File: src/rtl/out_sig_reducer_if.sv
// Channel-side and probe-side signals of out_sig_reducer.
// The kernel/observer side takes the master modport; the reducer takes the slave modport.
interface out_sig_reducer_if #(
    parameter int NUM_CH     = 4,
    parameter int DIN_WIDTH  = 32,
    parameter int FOLD_WIDTH = 8,
    parameter int OUT_WIDTH  = 4,
    parameter int CNT_WIDTH  = 32
);
    logic [NUM_CH*DIN_WIDTH-1:0] ch_din;
    logic [NUM_CH-1:0]           ch_write;
    logic                        run_start;
    logic                        run_done;
    logic [OUT_WIDTH-1:0]        data_out;
    logic                        data_valid;
    logic [FOLD_WIDTH-1:0]       sig_out;
    logic [CNT_WIDTH-1:0]        beat_cnt;
    logic                        sig_valid;

    modport master (
        output ch_din, ch_write, run_start, run_done,
        input  data_out, data_valid, sig_out, beat_cnt, sig_valid
    );

    modport slave (
        input  ch_din, ch_write, run_start, run_done,
        output data_out, data_valid, sig_out, beat_cnt, sig_valid
    );
endinterface

File: src/rtl/out_sig_reducer.sv
// Folds NUM_CH output-channel words into a per-beat XOR code through a valid-masked
// reduction tree, and keeps a per-run rotating signature plus a saturating beat count.
module out_sig_reducer #(
    parameter int NUM_CH     = 4,
    parameter int DIN_WIDTH  = 32,
    parameter int FOLD_WIDTH = 8,
    parameter int OUT_WIDTH  = 4,
    parameter int CNT_WIDTH  = 32
) (
    input  logic             ap_clk,
    input  logic             ap_rst,
    out_sig_reducer_if.slave bus
);
    // Node count of tree level s (level 0 is the per-channel fold register).
    function automatic int lvl_nodes(input int s);
        return (NUM_CH + (1 << s) - 1) >> s;
    endfunction

    function automatic int lvl_base(input int s);
        int b;
        b = 0;
        for (int k = 0; k < s; k++) b = b + lvl_nodes(k);
        return b;
    endfunction

    localparam int TREE_STAGES = (NUM_CH > 1) ? $clog2(NUM_CH) : 0;
    localparam int LATENCY     = TREE_STAGES + 2;
    localparam int DONE_DLY    = LATENCY - 1;
    localparam int DIN_SLICES  = DIN_WIDTH / FOLD_WIDTH;
    localparam int OUT_SLICES  = FOLD_WIDTH / OUT_WIDTH;
    localparam int TOTAL_NODES = lvl_base(TREE_STAGES + 1);
    localparam int ROOT        = lvl_base(TREE_STAGES);
    localparam logic [CNT_WIDTH-1:0] CNT_MAX = '1;

    function automatic logic [FOLD_WIDTH-1:0] fold_din(input logic [DIN_WIDTH-1:0] word);
        logic [FOLD_WIDTH-1:0] acc;
        acc = '0;
        for (int k = 0; k < DIN_SLICES; k++) acc = acc ^ word[k*FOLD_WIDTH +: FOLD_WIDTH];
        return acc;
    endfunction

    function automatic logic [OUT_WIDTH-1:0] fold_out(input logic [FOLD_WIDTH-1:0] v);
        logic [OUT_WIDTH-1:0] acc;
        acc = '0;
        for (int k = 0; k < OUT_SLICES; k++) acc = acc ^ v[k*OUT_WIDTH +: OUT_WIDTH];
        return acc;
    endfunction

    function automatic logic [FOLD_WIDTH-1:0] rotl1(input logic [FOLD_WIDTH-1:0] v);
        return (v << 1) | (v >> (FOLD_WIDTH - 1));
    endfunction

    // Flat view of every tree node, level by level, starting at lvl_base(level).
    logic                  w_node_v [TOTAL_NODES];
    logic [FOLD_WIDTH-1:0] w_node_d [TOTAL_NODES];

    for (genvar i = 0; i < NUM_CH; i++) begin : g_ch
        logic                  r_v;
        logic [FOLD_WIDTH-1:0] r_d;

        // NOTE: datapath registers are reset along with their valids, so a
        // flushed pipeline never leaves stale codes visible on the probe pins.
        always_ff @(posedge ap_clk) begin
            if (ap_rst) begin
                r_v <= 1'b0;
                r_d <= '0;
            end else begin
                r_v <= bus.ch_write[i];
                r_d <= fold_din(bus.ch_din[i*DIN_WIDTH +: DIN_WIDTH]);
            end
        end

        assign w_node_v[i] = r_v;
        assign w_node_d[i] = r_d;
    end

    for (genvar s = 1; s <= TREE_STAGES; s++) begin : g_lvl
        for (genvar j = 0; j < lvl_nodes(s); j++) begin : g_node
            localparam int SRC = lvl_base(s - 1) + 2 * j;
            localparam int DST = lvl_base(s) + j;

            logic                  r_v;
            logic [FOLD_WIDTH-1:0] r_d;

            if (2 * j + 1 < lvl_nodes(s - 1)) begin : g_pair
                // An invalid operand contributes nothing, so the root is the XOR of valid folds.
                always_ff @(posedge ap_clk) begin
                    if (ap_rst) begin
                        r_v <= 1'b0;
                        r_d <= '0;
                    end else begin
                        r_v <= w_node_v[SRC] | w_node_v[SRC+1];
                        case ({w_node_v[SRC], w_node_v[SRC+1]})
                            2'b11:   r_d <= w_node_d[SRC] ^ w_node_d[SRC+1];
                            2'b10:   r_d <= w_node_d[SRC];
                            2'b01:   r_d <= w_node_d[SRC+1];
                            default: r_d <= '0;
                        endcase
                    end
                end
            end else begin : g_pass
                always_ff @(posedge ap_clk) begin
                    if (ap_rst) begin
                        r_v <= 1'b0;
                        r_d <= '0;
                    end else begin
                        r_v <= w_node_v[SRC];
                        r_d <= w_node_d[SRC];
                    end
                end
            end

            assign w_node_v[DST] = r_v;
            assign w_node_d[DST] = r_d;
        end
    end

    logic                  w_tree_v;
    logic [FOLD_WIDTH-1:0] w_tree_d;
    assign w_tree_v = w_node_v[ROOT];
    assign w_tree_d = w_node_d[ROOT];

    logic [FOLD_WIDTH-1:0] r_sig;
    logic [CNT_WIDTH-1:0]  r_cnt;
    logic [FOLD_WIDTH-1:0] w_sig_base;
    logic [FOLD_WIDTH-1:0] w_sig_next;
    logic [CNT_WIDTH-1:0]  w_cnt_next;

    // NOTE: blocking assignments here build the saturating increment chain one
    // channel at a time; every output gets its value before any conditional use.
    always_comb begin
        w_sig_base = bus.run_start ? '0 : r_sig;
        w_sig_next = w_tree_v ? (rotl1(w_sig_base) ^ w_tree_d) : w_sig_base;
        w_cnt_next = bus.run_start ? '0 : r_cnt;
        for (int i = 0; i < NUM_CH; i++) begin
            if (bus.ch_write[i] && (w_cnt_next != CNT_MAX)) begin
                w_cnt_next = w_cnt_next + CNT_WIDTH'(1);
            end
        end
    end

    logic [DONE_DLY-1:0]   r_done_sr;
    logic                  w_done_exit;
    logic [OUT_WIDTH-1:0]  r_data_out;
    logic                  r_data_valid;
    logic [FOLD_WIDTH-1:0] r_sig_out;
    logic [CNT_WIDTH-1:0]  r_beat_cnt;
    logic                  r_sig_valid;

    // run_done lines up with the last beat it covers reaching the accumulators.
    assign w_done_exit = r_done_sr[DONE_DLY-1];

    always_ff @(posedge ap_clk) begin
        if (ap_rst) begin
            r_data_out   <= '0;
            r_data_valid <= 1'b0;
            r_sig        <= '0;
            r_cnt        <= '0;
            r_done_sr    <= '0;
            r_sig_out    <= '0;
            r_beat_cnt   <= '0;
            r_sig_valid  <= 1'b0;
        end else begin
            r_data_out   <= fold_out(w_tree_d);
            r_data_valid <= w_tree_v;
            r_sig        <= w_sig_next;
            r_cnt        <= w_cnt_next;
            r_done_sr    <= (r_done_sr << 1) | DONE_DLY'(bus.run_done);
            r_sig_valid  <= w_done_exit;
            if (w_done_exit) begin
                r_sig_out  <= w_sig_next;
                r_beat_cnt <= w_cnt_next;
            end
        end
    end

    assign bus.data_out   = r_data_out;
    assign bus.data_valid = r_data_valid;
    assign bus.sig_out    = r_sig_out;
    assign bus.beat_cnt   = r_beat_cnt;
    assign bus.sig_valid  = r_sig_valid;
endmodule
File: src/flat_wrapper.sv
// flat-port wrapper written by rule: the top's interface ports become plain ports
module out_sig_reducer_flat 
#(
    parameter int NUM_CH     = 4,
    parameter int DIN_WIDTH  = 32,
    parameter int FOLD_WIDTH = 8,
    parameter int OUT_WIDTH  = 4,
    parameter int CNT_WIDTH  = 32
)
  (ap_clk, ap_rst, bus_ch_din, bus_ch_write, bus_run_start, bus_run_done, bus_data_out, bus_data_valid, bus_sig_out, bus_beat_cnt, bus_sig_valid);
  out_sig_reducer_if #(.NUM_CH(NUM_CH), .DIN_WIDTH(DIN_WIDTH), .FOLD_WIDTH(FOLD_WIDTH), .OUT_WIDTH(OUT_WIDTH), .CNT_WIDTH(CNT_WIDTH)) bus_i ();
  input  logic ap_clk;
  input  logic ap_rst;
  input wire logic [$bits(bus_i.ch_din)-1:0] bus_ch_din;
  input wire logic [$bits(bus_i.ch_write)-1:0] bus_ch_write;
  input wire logic [$bits(bus_i.run_start)-1:0] bus_run_start;
  input wire logic [$bits(bus_i.run_done)-1:0] bus_run_done;
  output wire logic [$bits(bus_i.data_out)-1:0] bus_data_out;
  output wire logic [$bits(bus_i.data_valid)-1:0] bus_data_valid;
  output wire logic [$bits(bus_i.sig_out)-1:0] bus_sig_out;
  output wire logic [$bits(bus_i.beat_cnt)-1:0] bus_beat_cnt;
  output wire logic [$bits(bus_i.sig_valid)-1:0] bus_sig_valid;
  assign bus_i.ch_din = bus_ch_din;
  assign bus_i.ch_write = bus_ch_write;
  assign bus_i.run_start = bus_run_start;
  assign bus_i.run_done = bus_run_done;
  assign bus_data_out = bus_i.data_out;
  assign bus_data_valid = bus_i.data_valid;
  assign bus_sig_out = bus_i.sig_out;
  assign bus_beat_cnt = bus_i.beat_cnt;
  assign bus_sig_valid = bus_i.sig_valid;
  out_sig_reducer #(.NUM_CH(NUM_CH), .DIN_WIDTH(DIN_WIDTH), .FOLD_WIDTH(FOLD_WIDTH), .OUT_WIDTH(OUT_WIDTH), .CNT_WIDTH(CNT_WIDTH)) u_core (.ap_clk(ap_clk), .ap_rst(ap_rst), .bus(bus_i));
endmodule
File: config.mk
export PLATFORM = sky130hd
export DESIGN_NAME = out_sig_reducer_flat
export DESIGN_NICKNAME = d
export VERILOG_FILES = /design/src/rtl/out_sig_reducer_if.sv /design/src/rtl/out_sig_reducer.sv /design/src/flat_wrapper.sv
export SDC_FILE = /design/constraint.sdc
export NUM_CORES = 1
export LEC_CHECK = 0
export CORE_UTILIZATION = 40
export CTS_BUF_LIST = sky130_fd_sc_hd__clkbuf_2
export DETAILED_ROUTE_END_ITERATION = 7
export REMOVE_ABC_BUFFERS = 1
export SLEW_MARGIN = 20
export SYNTH_ARGS = -nofsm -noshare
export SYNTH_HDL_FRONTEND = slang
export SYNTH_SLANG_ARGS = --single-unit
File: constraint.sdc
create_clock -name ap_clk -period 22.3 [get_ports ap_clk]
set_clock_uncertainty 0.05 [all_clocks]
set_input_delay 5.575 -clock ap_clk [delete_from_list [all_inputs] [get_ports ap_clk]]
set_output_delay 5.575 -clock ap_clk [all_outputs]
set_load 0.01 [all_outputs]
==> impl_metrics.yaml <==
pwr:
  vdd.ir_drop.worst_uv: 37.5
  power.density_nw_per_um2: 43.6
  p_leak_uw: 0.00401
sta:
  slew_headroom: 0.373
  fin_ws_ps: 7830
  finalSetupTns_ps: 0
  rsz0062_at_grt: "no"
  worst_hold_slack_ps: 388
  post-route-period-util: 0.649
  final-hold-violation-count: 0
  finalSetupViolCount: 0
  fmax_mhz: 69.1
  fin_crit_ps: 14470
  drv_slew: 0
  worst_pin_slew_ps: 917
cells_and_area:
  area_growth_pct: 21.6
  fin_cells: 1831
  design_area_sq_um: 12700
  nets: 1626
  drive_above_1_share: 0.0560
  fillCellCount: 2601
placed_design:
  dp_cells: 1797
  post_dp_cell_area_sq_um: 12400
  portBuffers: 181
  place_congestion: 0.923
  hpwl_mm: 26.3
  pre_cts_slack_ps: 7340
run:
  maxCapViolations: 0
global_routing:
  grt_pass1_vias: 9728
  antenna_found_initial: 1
  grt_max_degree: 92
  grt_overflow: 0
  grt_pass1_wl_mm: 52.1
  grt_usage: 0.251
floorplanning:
  die_w_um: 163
  coreArea_sq_um: 25400
  die_area_sq_um: 26700
  ios: 182
  start_util: 0.411
  chipHeight_um: 163
  std_cell_rows: 58
clocking:
  cts-root-buf: "clkbuf_2"
  cts_made_buffers: 17
  path_clk_slew_ps: 270
  cts_setup_buffers: 0
  cts.sinks: 152
  htree_levels: 4
  cts_resized: 0
  clock_latency_ps: 800
  cts_buffer_depth: 2
  cts-hold-fix-buffers: 0
  cts_tree: "yes"
worst_setup_path:
  cp_max_fo: 43
  critical_path_class: "in -> reg"
  r2r_slack_ps: 12900
  crit_path_start_kind: "input pin"
  arrival_ps: 15050
  end_kind: "flip-flop"
  required_ps: 22880
synth:
  synth_edf_count: 0
  synth_seq_area_share: 0.292
  ys_warn_count: 0
  synth_cell_types: 90
  yosys-top-cells-area: "dfxtp_1 29%, xnor2_1 14%, nand2_1 5.9%"
  synth_top_area_frac: 0.292
  synth_top_area_cell: "dfxtp_1"
  synthCells: 1343
  netlist_area_sq_um: 10400
  ys_async_sr_fraction: 0
  avgSynthCellArea_sq_um: 7.77
  synthFlopType: "dfxtp_1"
  yosysMostFrequentCell: "xnor2_1"
  ys_ff_latch: 152
  synthTopCellsByCount: "171 x xnor2_1, 164 x nand2_1, 163 x nor2_1"
drt:
  firstDrtPassIters: 5
  drt_wl_total_mm: 33.3
  final_antenna_net_count: 0
  via_count: 10400
  routed_via_density: 5.69
  wl_per_cell_um: 18.2
  drt_iter0_markers: 789
  route.detailed.drc: 0
hold_path:
  min_path_type: "reg -> reg"
run_status:
  status: "finished clean"
placed cells by master, fill, tap and decap left out, drive strengths merged, types with 8 or more instances in the layout:
cell type      instances
a32oi                  9
nand4                 18
nand3                 52
a21oi                 25
nand4b                15
nand2                164
nor3                  54
and2                  22
o32ai                  9
clkbuf                18
nor4                  18
dfxtp                152
xor2                  17
and4b                 10
nor2b                 32
o21ai                 51
nor2                 163
and4                   8
o22ai                 14
or3                   27
or2                   15
clkdlybuf4s50        180
inv                   33
o31ai                 11
a211oi                26
o211ai                10
a31oi                 12
or4                   11
xnor2                171
and3                  18
sequential cells by signal, indices dropped and copies added (netlist names):
name and flops:
u_core.bus.data_valid 1, u_core.bus.data_out 4, u_core.g_lvl.g_node.r_v 3, u_core.g_lvl.g_node.r_d 24, u_core.r_done_sr 3, u_core.bus.sig_out 8, u_core.g_ch.r_d 32, u_core.bus.sig_valid 1
u_core.r_sig 8, u_core.bus.beat_cnt 32, u_core.g_ch.r_v 4, u_core.r_cnt 32
final cells by class:
cell class | count | area, sq um | area share
Antenna cell | 1 | 2.50 | 0.000197
Clock buffer | 17 | 85.1 | 0.00671
Clock inverter | 15 | 158 | 0.0124
Inverter | 26 | 97.6 | 0.00769
Multi-Input combinational cell | 1103 | 7030 | 0.554
Sequential cell | 152 | 3040 | 0.240
Tap cell | 330 | 413 | 0.0325
Timing Repair Buffer | 187 | 1850 | 0.146
kinds of logic after synthesis:
kind of cell / count (synthesis) / synth area share
simple gates: 655 / 0.329
mux: 9 / 0.00948
buf+inv: 88 / 0.0344
fa+ha+maj: 3 / 0.00360
flops: 152 / 0.292
xor+xnor: 188 / 0.158
compound gates: 248 / 0.174
final timing paths:
check | start | endpoint | cells after the start
worst max-delay path | bus_run_start | u_core.bus.beat_cnt[4]$_SDFFE_PP0P_ | 26
worst min register to register | u_core.r_done_sr[0]$_SDFF_PP0_ | u_core.r_done_sr[1]$_SDFF_PP0_ | 1
worst max register to register | u_core.r_cnt[1]$_SDFF_PP0_ | u_core.bus.beat_cnt[4]$_SDFFE_PP0P_ | 23
worst min-delay path | u_core.r_done_sr[0]$_SDFF_PP0_ | u_core.r_done_sr[1]$_SDFF_PP0_ | 1
worst max-delay path, stage by stage:
cell             delay, ps
clkdlybuf4s50_1        390
buf_4                  260
nand2b_1               250
inv_1                   90
ha_1                   270
and4_1                 240
nand4_1                350
or2_1                  400
or4_4                  540
a221o_1                390
or4b_4                 560
or3_1                  640
o21ai_2                350
xnor2_1                180
inv_1                  140
ha_1                   180
o21ai_0                130
nor3b_1                730
and3_1                 690
a311oi_1               220
xnor2_1                310
or4b_1                 660
or3_1                  610
nor3_4                 440
o21ai_1                130
a311oi_1               300
power breakdown:
part           switching, uW  internal [uW]
sequential              8.99            286
combinational           43.8           53.6
clock                    116           45.2
per-stage QoR:
stage	power, uW	utilization
2_1_floorplan	349	-
4_1_cts	559	0.499
3_3_place_gp	397	0.490
6_report	553	0.500
5_1_grt	581	0.500
3_5_place_dp	397	0.490
metal layers:
layer / share of wire / routed length, um / up-vias / global-route usage
met5: 0 / 0 / - / 0
met4: 0.032 / 1070 / 0 / 0.0997
met3: 0.062 / 2050 / 50 / 0.0460
met2: 0.47 / 15600 / 407 / 0.417
met1: 0.44 / 14600 / 4846 / 0.320
li1: - / - / 5107 / -
No activity file was read; power rests on OpenSTA's default activity.
